==> src/rtl/fifo_write_arbiter_pkg.sv <==
// Shared types and constants for the fifo write-port arbiter.
package fifo_write_arbiter_pkg;

    typedef enum logic {
        StIdle  = 1'b0,
        StGrant = 1'b1
    } arb_state_e;

    localparam int unsigned StallWidth = 16;

endpackage

==> src/rtl/fifo_write_arbiter_rr_pick.sv <==
// Combinational round-robin picker: first valid request after 'last', wrapping mod NUM_REQ.
module fifo_write_arbiter_rr_pick #(
    parameter int unsigned NUM_REQ  = 4,
    parameter int unsigned ID_WIDTH = 2
) (
    input  logic [NUM_REQ-1:0]  req,
    input  logic [ID_WIDTH-1:0] last,
    output logic [ID_WIDTH-1:0] pick,
    output logic                any_valid
);

    // Walk from the farthest candidate to the nearest so the nearest valid one wins.
    always_comb begin
        int unsigned idx;
        pick      = '0;
        any_valid = 1'b0;
        idx       = 0;
        for (int k = NUM_REQ; k >= 1; k--) begin
            idx = 32'(last) + 32'(k);
            if (idx >= NUM_REQ) begin
                idx = idx - NUM_REQ;
            end
            if (req[idx[ID_WIDTH-1:0]]) begin
                pick      = idx[ID_WIDTH-1:0];
                any_valid = 1'b1;
            end
        end
    end

endmodule

==> src/rtl/fifo_write_arbiter.sv <==
// Round-robin arbiter sharing one fifo write port among NUM_REQ producers,
// with capped bursts, full-flag backpressure and a saturating stall counter.
module fifo_write_arbiter
    import fifo_write_arbiter_pkg::*;
#(
    parameter int unsigned NUM_REQ    = 4,
    parameter int unsigned DATA_WIDTH = 8,
    parameter int unsigned MAX_BURST  = 4,
    parameter int unsigned ID_WIDTH   = 2
) (
    input  logic                          clk,
    input  logic                          reset,
    input  logic [NUM_REQ-1:0]            req_valid,
    input  logic [NUM_REQ*DATA_WIDTH-1:0] req_data,
    output logic [NUM_REQ-1:0]            req_ready,
    input  logic                          fifo_full,
    output logic                          fifo_wr_en,
    output logic [DATA_WIDTH-1:0]         fifo_wr_data,
    output logic                          grant_valid,
    output logic [ID_WIDTH-1:0]           grant_id,
    output logic [15:0]                   stall_count
);

    localparam int unsigned BurstWidth = $clog2(MAX_BURST + 1);
    localparam logic [BurstWidth-1:0] BurstLast = BurstWidth'(MAX_BURST - 1);
    localparam logic [ID_WIDTH-1:0] LastReset = ID_WIDTH'(NUM_REQ - 1);

    arb_state_e              state_q, state_d;
    logic [ID_WIDTH-1:0]     grant_q, grant_d;
    logic [ID_WIDTH-1:0]     last_q, last_d;
    logic [BurstWidth-1:0]   burst_q, burst_d;
    logic [StallWidth-1:0]   stall_q, stall_d;

    logic [ID_WIDTH-1:0]     pick_last;
    logic [ID_WIDTH-1:0]     pick;
    logic                    any_valid;
    logic                    owner_valid;
    logic                    rotate;

    assign owner_valid = req_valid[grant_q];

    // While granted, a rotation searches past the current owner, which becomes last_grant.
    assign pick_last = (state_q == StGrant) ? grant_q : last_q;

    fifo_write_arbiter_rr_pick #(
        .NUM_REQ  (NUM_REQ),
        .ID_WIDTH (ID_WIDTH)
    ) u_rr_pick (
        .req       (req_valid),
        .last      (pick_last),
        .pick      (pick),
        .any_valid (any_valid)
    );

    always_ff @(posedge clk or posedge reset) begin
        if (reset) begin
            state_q <= StIdle;
            grant_q <= '0;
            last_q  <= LastReset;
            burst_q <= '0;
            stall_q <= '0;
        end else begin
            state_q <= state_d;
            grant_q <= grant_d;
            last_q  <= last_d;
            burst_q <= burst_d;
            stall_q <= stall_d;
        end
    end

    always_comb begin
        state_d = state_q;
        grant_d = grant_q;
        last_d  = last_q;
        burst_d = burst_q;
        stall_d = stall_q;
        rotate  = 1'b0;
        unique case (state_q)
            StIdle: begin
                if (any_valid) begin
                    state_d = StGrant;
                    grant_d = pick;
                    burst_d = '0;
                end
            end
            StGrant: begin
                if (owner_valid && fifo_full) begin
                    if (stall_q != '1) begin
                        stall_d = stall_q + 1'b1;
                    end
                end else if (owner_valid) begin
                    if (burst_q == BurstLast) begin
                        rotate = 1'b1;
                    end else begin
                        burst_d = burst_q + 1'b1;
                    end
                end else begin
                    rotate = 1'b1;
                end
                // The picker already sees the owner last, so it only wins back the grant
                // when no other producer is valid.
                if (rotate) begin
                    last_d  = grant_q;
                    burst_d = '0;
                    if (any_valid) begin
                        grant_d = pick;
                    end else begin
                        state_d = StIdle;
                    end
                end
            end
            default: begin
                state_d = StIdle;
            end
        endcase
    end

    always_comb begin
        grant_valid = (state_q == StGrant);
        grant_id    = grant_q;
        fifo_wr_en  = grant_valid & owner_valid & ~fifo_full;
        // Data follows the owner whether or not it is valid; forced to zero when nobody owns it.
        fifo_wr_data = grant_valid ? req_data[32'(grant_q)*DATA_WIDTH +: DATA_WIDTH] : '0;
        req_ready   = '0;
        if (grant_valid && !fifo_full) begin
            req_ready[grant_q] = 1'b1;
        end
        stall_count = stall_q;
    end

endmodule

==> config.mk <==
export PLATFORM = sky130hd
export DESIGN_NAME = fifo_write_arbiter
export DESIGN_NICKNAME = d
export VERILOG_FILES = /design/src/rtl/fifo_write_arbiter_pkg.sv /design/src/rtl/fifo_write_arbiter_rr_pick.sv /design/src/rtl/fifo_write_arbiter.sv
export SDC_FILE = /design/constraint.sdc
export NUM_CORES = 1
export LEC_CHECK = 0
export BUFFER_PORTS_ARGS = -buffer_cell sky130_fd_sc_hd__buf_2
export CAP_MARGIN = 20
export CORE_ASPECT_RATIO = 1.4
export CORE_MARGIN = 2
export CORE_UTILIZATION = 35
export DETAILED_ROUTE_END_ITERATION = 12
export PLACE_DENSITY_LB_ADDON = 0.12
export SETUP_SLACK_MARGIN = 0.02
export SLEW_MARGIN = 20
export SYNTH_ARGS = -nofsm -noshare
export SYNTH_HDL_FRONTEND = slang
export SYNTH_SLANG_ARGS = --single-unit
==> constraint.sdc <==
create_clock -name clk -period 3.75 [get_ports clk]
set_input_delay 0 -clock clk [delete_from_list [all_inputs] [get_ports clk]]
set_output_delay 0 -clock clk [all_outputs]
set_load 0.02 [all_outputs]
# == Word level (Yosys, flattened, before mapping) ==
# Cells that the tools add are included.
# W data, S select, Z words.
# op_classes
addsub,10
shifts,1
n_mux,43
eq_ne,7
order_cmp,10
reduce_logical,7
bitwise_logic,4
# op_table
cell,n
$shiftx A32 B6 Y8,1
$mux W2,11
$add A16 B1 Y16 const B,1
$mux W1,16
$ne A16 B16 Y1 const B,1
$lt A2 B3 Y1 const B,5
$mux W3,5
$bmux W1 S2,5
$ge A3 B3 Y1 const B,3
$mux W8,1
$sub A2 B1 Y2 const B,4
$add A2 B2 Y3 const B,2
$ne A3 B2 Y1 const B,2
$pmux W3 S2,1
$add A2 B3 Y4 const B,1
$ge A4 B3 Y1 const B,1
$mux W4,1
$pmux W2 S2,1
$reduce_and A4 Y1,1
$add A2 B1 Y3 const B,1
$add A3 B1 Y3 const B,1
$eq A3 B2 Y1 const B,1
$logic_and A1 B1 Y1,3
$ne A3 B1 Y1 const B,1
10 further kinds,12
# totals
register_bits,24
output_inout_bits,32

# == Longest topological paths before layout ==
# logic_depth
ltp_word,13
ltp_mapped,6
mapped_depth_nobuf,6

# == Hierarchy ==
# Synthesis repeated with hierarchy kept, for this count alone.
# hier_totals
cells_unflattened,151
hier_area_um2,1610.3
# by_module_without_submodules
mod,n_inst,seq_area_each_um2,cells_each,area_per_inst_um2
fifo_write_arbiter,1,603.1,137,1519.0
fifo_write_arbiter_rr_pick,1,0.0,14,91.3

# == Least setup slack after synthesis ==
# Ideal clock, no wire load.
# synth_timing
path_type,register to register
startpoint,"reg state_q, in the netlist grant_valid"
endpoint,"reg grant_q[0], in the netlist grant_id[0]"
setup_ps,127
arrival_time_ps,1694
path_stages_with_launch,7
required_time_ps,3623
setup_slack_ps,1929
path_cell_list,dfrtp_1 > buf_4 > mux2i_1 > mux2_1 > nand2_1 > o211ai_1 > mux2_1
# synth_between
elab_chain_cells,13
word_cells_on_any_way,38
classes_between,add/sub (8); order compare (4); eq/ne (1); mux (24); bitwise (1)
# synth_lines
element,line_no,text
from (decl),fifo_write_arbiter.sv:28,"arb_state_e state_q, state_d;"
from (signal assigned),fifo_write_arbiter.sv:57,state_q <= StIdle;
from (signal assigned),fifo_write_arbiter.sv:63,state_q <= state_d;
$mux W2,fifo_write_arbiter.sv:43,assign pick_last = (state_q == StGrant) ? grant_q : last_q;
$add A2 B3 Y4,fifo_write_arbiter_rr_pick.sv:19,idx = 32'(last) + 32'(k);
$ge A4 B3 Y1 or $sub A2 B1 Y2 (tied branches),"fifo_write_arbiter_rr_pick.sv:20, fifo_write_arbiter_rr_pick.sv:21",
$mux W2,fifo_write_arbiter_rr_pick.sv:20,if (idx >= NUM_REQ) begin
$bmux W1 S2,fifo_write_arbiter_rr_pick.sv:23,if (req[idx[ID_WIDTH-1:0]]) begin
$mux W1 (not written as such),fifo_write_arbiter_rr_pick.sv:23,
$mux W2 or $mux W1 (tied branches) (4 in a row),fifo_write_arbiter_rr_pick.sv:23,
$mux W2,"fifo_write_arbiter.sv:80, fifo_write_arbiter.sv:105",
$mux W2,fifo_write_arbiter.sv:102,if (rotate) begin
$pmux W2 S2,fifo_write_arbiter.sv:78,unique case (state_q)
to (signal assigned),fifo_write_arbiter.sv:64,grant_q <= grant_d;
to (decl),fifo_write_arbiter.sv:29,"logic [ID_WIDTH-1:0] grant_q, grant_d;"
# Parallel ways exist; a longest one is shown, timed or not. The select of a mux whose other input is x is not followed.
# A chain may end at the register's enable or synchronous reset.

# == Worst setup path in the final report ==
# layout_timing
startpoint,"reg grant_q[0], in the netlist grant_id[0]"
endpoint,"reg grant_q[0], in the netlist grant_id[0]"
# layout_between
elab_chain_cells,13
word_cells_on_any_way,43
classes_between,add/sub (8); order compare (4); eq/ne (1); mux (29); reduce/logical (1)
# layout_lines
element,line_no
$mux W2,fifo_write_arbiter.sv:43
$add A2 B3 Y4,fifo_write_arbiter_rr_pick.sv:19
$ge A4 B3 Y1 or $sub A2 B1 Y2 (tied branches),"fifo_write_arbiter_rr_pick.sv:20, fifo_write_arbiter_rr_pick.sv:21"
$mux W2,fifo_write_arbiter_rr_pick.sv:20
$bmux W1 S2,fifo_write_arbiter_rr_pick.sv:23
$mux W1 (not written as such),fifo_write_arbiter_rr_pick.sv:23
$mux W2 or $mux W1 (tied branches) (4 in a row),fifo_write_arbiter_rr_pick.sv:23
$mux W2,"fifo_write_arbiter.sv:80, fifo_write_arbiter.sv:105"
$mux W2,fifo_write_arbiter.sv:102
$pmux W2 S2,fifo_write_arbiter.sv:78
# Parallel ways exist; a longest one is shown, timed or not. The select of a mux whose other input is x is not followed.

==> reports/metrics.cfg <==
[outcome]
status = complete, no violations

[timing]
max_slew.worst_pin.slew_ps = 907.2
finalHoldViolCount = 0
setup_ws_ps = 1585
setup_viol = 0
maxSlewHeadroom_pct = 39.46
period_share_pct = 57.73
fmax_ghz = 0.4619
rsz0062_at_grt = false
fin_skew_ps = 3.787
tns_ps = 0
finalWorstPathRequiredPeriod_ps = 2165
drv_slew = 0

[cells_and_area]
nNetsFinal = 257
final_cells = 276
num_antenna_cells = 0
layout-drive-gt1-share_pct = 43.46
syn_to_final_growth_pct = 27.12

[floorplan]
core_um2 = 4463
dieArea_um2 = 5152
initial_core_util_pct = 35.97
ioPinCount = 71
num_rows = 29
die_h_um = 84.13
die_x_um = 61.24

[global_route]
grt_antenna_before_repair = 0
overflow = 0
grt_pass1_wl_um = 5740
grtUsageTotal_pct = 14.26
grt_pass1_vias = 1362
grt_start_max_net_pins = 25

[placed_design]
dp_cells = 271
pre_cts_ws_ps = 1538
portBuffers = 70
gp_congestion = 0.7646
dp_hpwl_um = 2890

[pwr]
p_total_mw = 1.218
p_sw_mw = 0.5069
p_sw_share_pct = 41.61
share_comb_of_total_power_pct = 51.6
pwr-share-clk_pct = 12.4
power_frac_seq_pct = 35.9
p_int_mw = 0.7114
power_density_nw_per_um2 = 597.0
irDropWorstVdd_mv = 0.2779
p_leak_nw = 1.008

[synth]
yosys.area.top_type = dfrtp_1
synth_cell_type_count = 46
ys.flop_type = dfrtp_1
synth_edf_count = 0
synthesis.area_per_instance_um2 = 11.00
synth.most_common_cell = dfrtp_1
yosys-top-cells-area = dfrtp_1 (34%), mux4_2 (9.8%), xnor2_1 (5.5%), nand2_1 (3.7%), dfstp_2 (3.3%)
synth_nets = 188
ys_seq_area_share_pct = 37.57
syn_area_um2 = 1605
synth_top_cell_area_share_pct = 34.29
ys_ff_latch = 24
synthCells = 146
ys_top_cells_by_count = dfrtp_1 (22), nand2_1 (16), xnor2_1 (10), and2_1 (8)
ys_warn_count = 0
ys_async_sr_fraction_pct = 100.0

[hold_path]
hold_class = primary input to flip-flop
holdPathStages = 2

[cts]
ctsResizeCount = 0
clk_path_buf_depth = 2
clk_pin_slew_ps = 80
cts.sinks = 24
htree_num_levels = 1
cts_root_buf = clkbuf_8
cts_buffers = 3
cts_tree = done
post_cts_buffers = 0
clk_latency_ps = 260

[route]
drc_errors = 0
antenna_left = 0
vias = 1375
routed_wl_um = 3667
via_per_inst = 4.982
drt-initial-drc-count = 52
drt-pass1-iter-count = 3
wl_per_cell_um = 13.29

[flow_run]
cap_violations = 0

[worst_setup_path]
worst-path-max-fanout = 18
cp-end-kind = flip-flop
arrival_ps = 2320
reg2regPathDepth = 5
cp-start-kind = flip-flop
critPathKind = flip-flop to flip-flop
required_ps = 3900

==> sequential cells by signal (all words and copies together), names as in the netlist <==
register / cells
last_q: 2
grant_id: 2
grant_valid: 1
stall_count: 16
burst_q: 3
==> layout make-up <==
type,instances,area (um^2)
multi-input combinational,111,939.7
sequential,24,603.1
clock buffer,4,45.04
inverter,4,15.01
tap,62,77.57
fill,458,2422
timing repair buffer,71,360.3
==> path summary, 6_finish.rpt <==
path / startpoint / slack (ps) / end
worst max-delay path: grant_id[0] / 1580 / grant_id[0]
worst min-delay path: req_valid[2] / 90 / grant_valid
worst max register to register: grant_id[0] / 1580 / grant_id[0]
worst min register to register: burst_q[1] / 500 / burst_q[1]
max in group asynchronous: reset / 2720 / stall_count[10]
min in group asynchronous: reset / 470 / stall_count[11]
==> power by group through the flow <==
stage	clock [mW]	combinational [mW]	sequential (mW)
floorplan	0	0.497	0.422
global placement	0	0.627	0.442
detailed placement	0	0.638	0.448
CTS	0.161	0.640	0.444
global route	0.171	0.693	0.458
finish	0.152	0.629	0.438
==> kinds of logic (layout without fill, tap and decap cells) <==
| logic type | Yosys count | after routing | synth area share, % |
|---|---|---|---|
| compound gates | 16 | 16 | 9.354 |
| xor+xnor | 13 | 13 | 7.093 |
| fa+ha+maj | 3 | 3 | 2.339 |
| buf+inv | 11 | 79 | 3.896 |
| flops | 24 | 24 | 37.57 |
| mux | 19 | 19 | 18.78 |
| simple gates | 60 | 60 | 20.97 |
==> through the flow <==
stage          hold slack, ps  utilization [%]  instance area (um^2)
2_1_floorplan           13.14                -                  1605
3_3_place_gp            231.7            44.49                  1986
3_5_place_dp            253.1            44.49                  1986
4_1_cts                 76.83            45.72                  2041
5_1_grt                 94.49            45.72                  2041
6_report                89.37            45.72                  2041
==> placed cells by master (no fill, tap or decap), drive strengths merged, types with 4 or more instances in the layout <==
| cell | instances |
|---|---|
| and2 | 8 |
| and3 | 4 |
| buf | 70 |
| clkbuf | 4 |
| dfrtp | 22 |
| inv | 4 |
| mux2 | 6 |
| mux2i | 5 |
| mux4 | 8 |
| nand2 | 16 |
| nand3 | 7 |
| nand4 | 5 |
| nor2 | 4 |
| o21ai | 4 |
| xnor2 | 10 |
==> what timing repair did <==
action                     4_1_cts  5_1_grt
hold endpoints to repair        22        0
setup endpoints to repair        0        0
hold buffers                     1        0
==> per-layer routing <==
metal	part of all wire, %	wire length [um]	vias up	global-route usage, %
li1	-	-	665	-
met3	9.6	352	5	3.082
met2	50	1843	60	26.11
met5	0	0	-	0
met4	1.2	44	0	4.150
met1	39	1428	645	15.66
==> worst max-delay path, cell delays in order (launching register included) <==
cell,delay [ps]
dfrtp_1,830
mux2i_1,230
mux2i_1,270
nand3_1,220
nand2_1,180
mux2_1,320
Note: power is estimated with default switching activity, not from simulation.
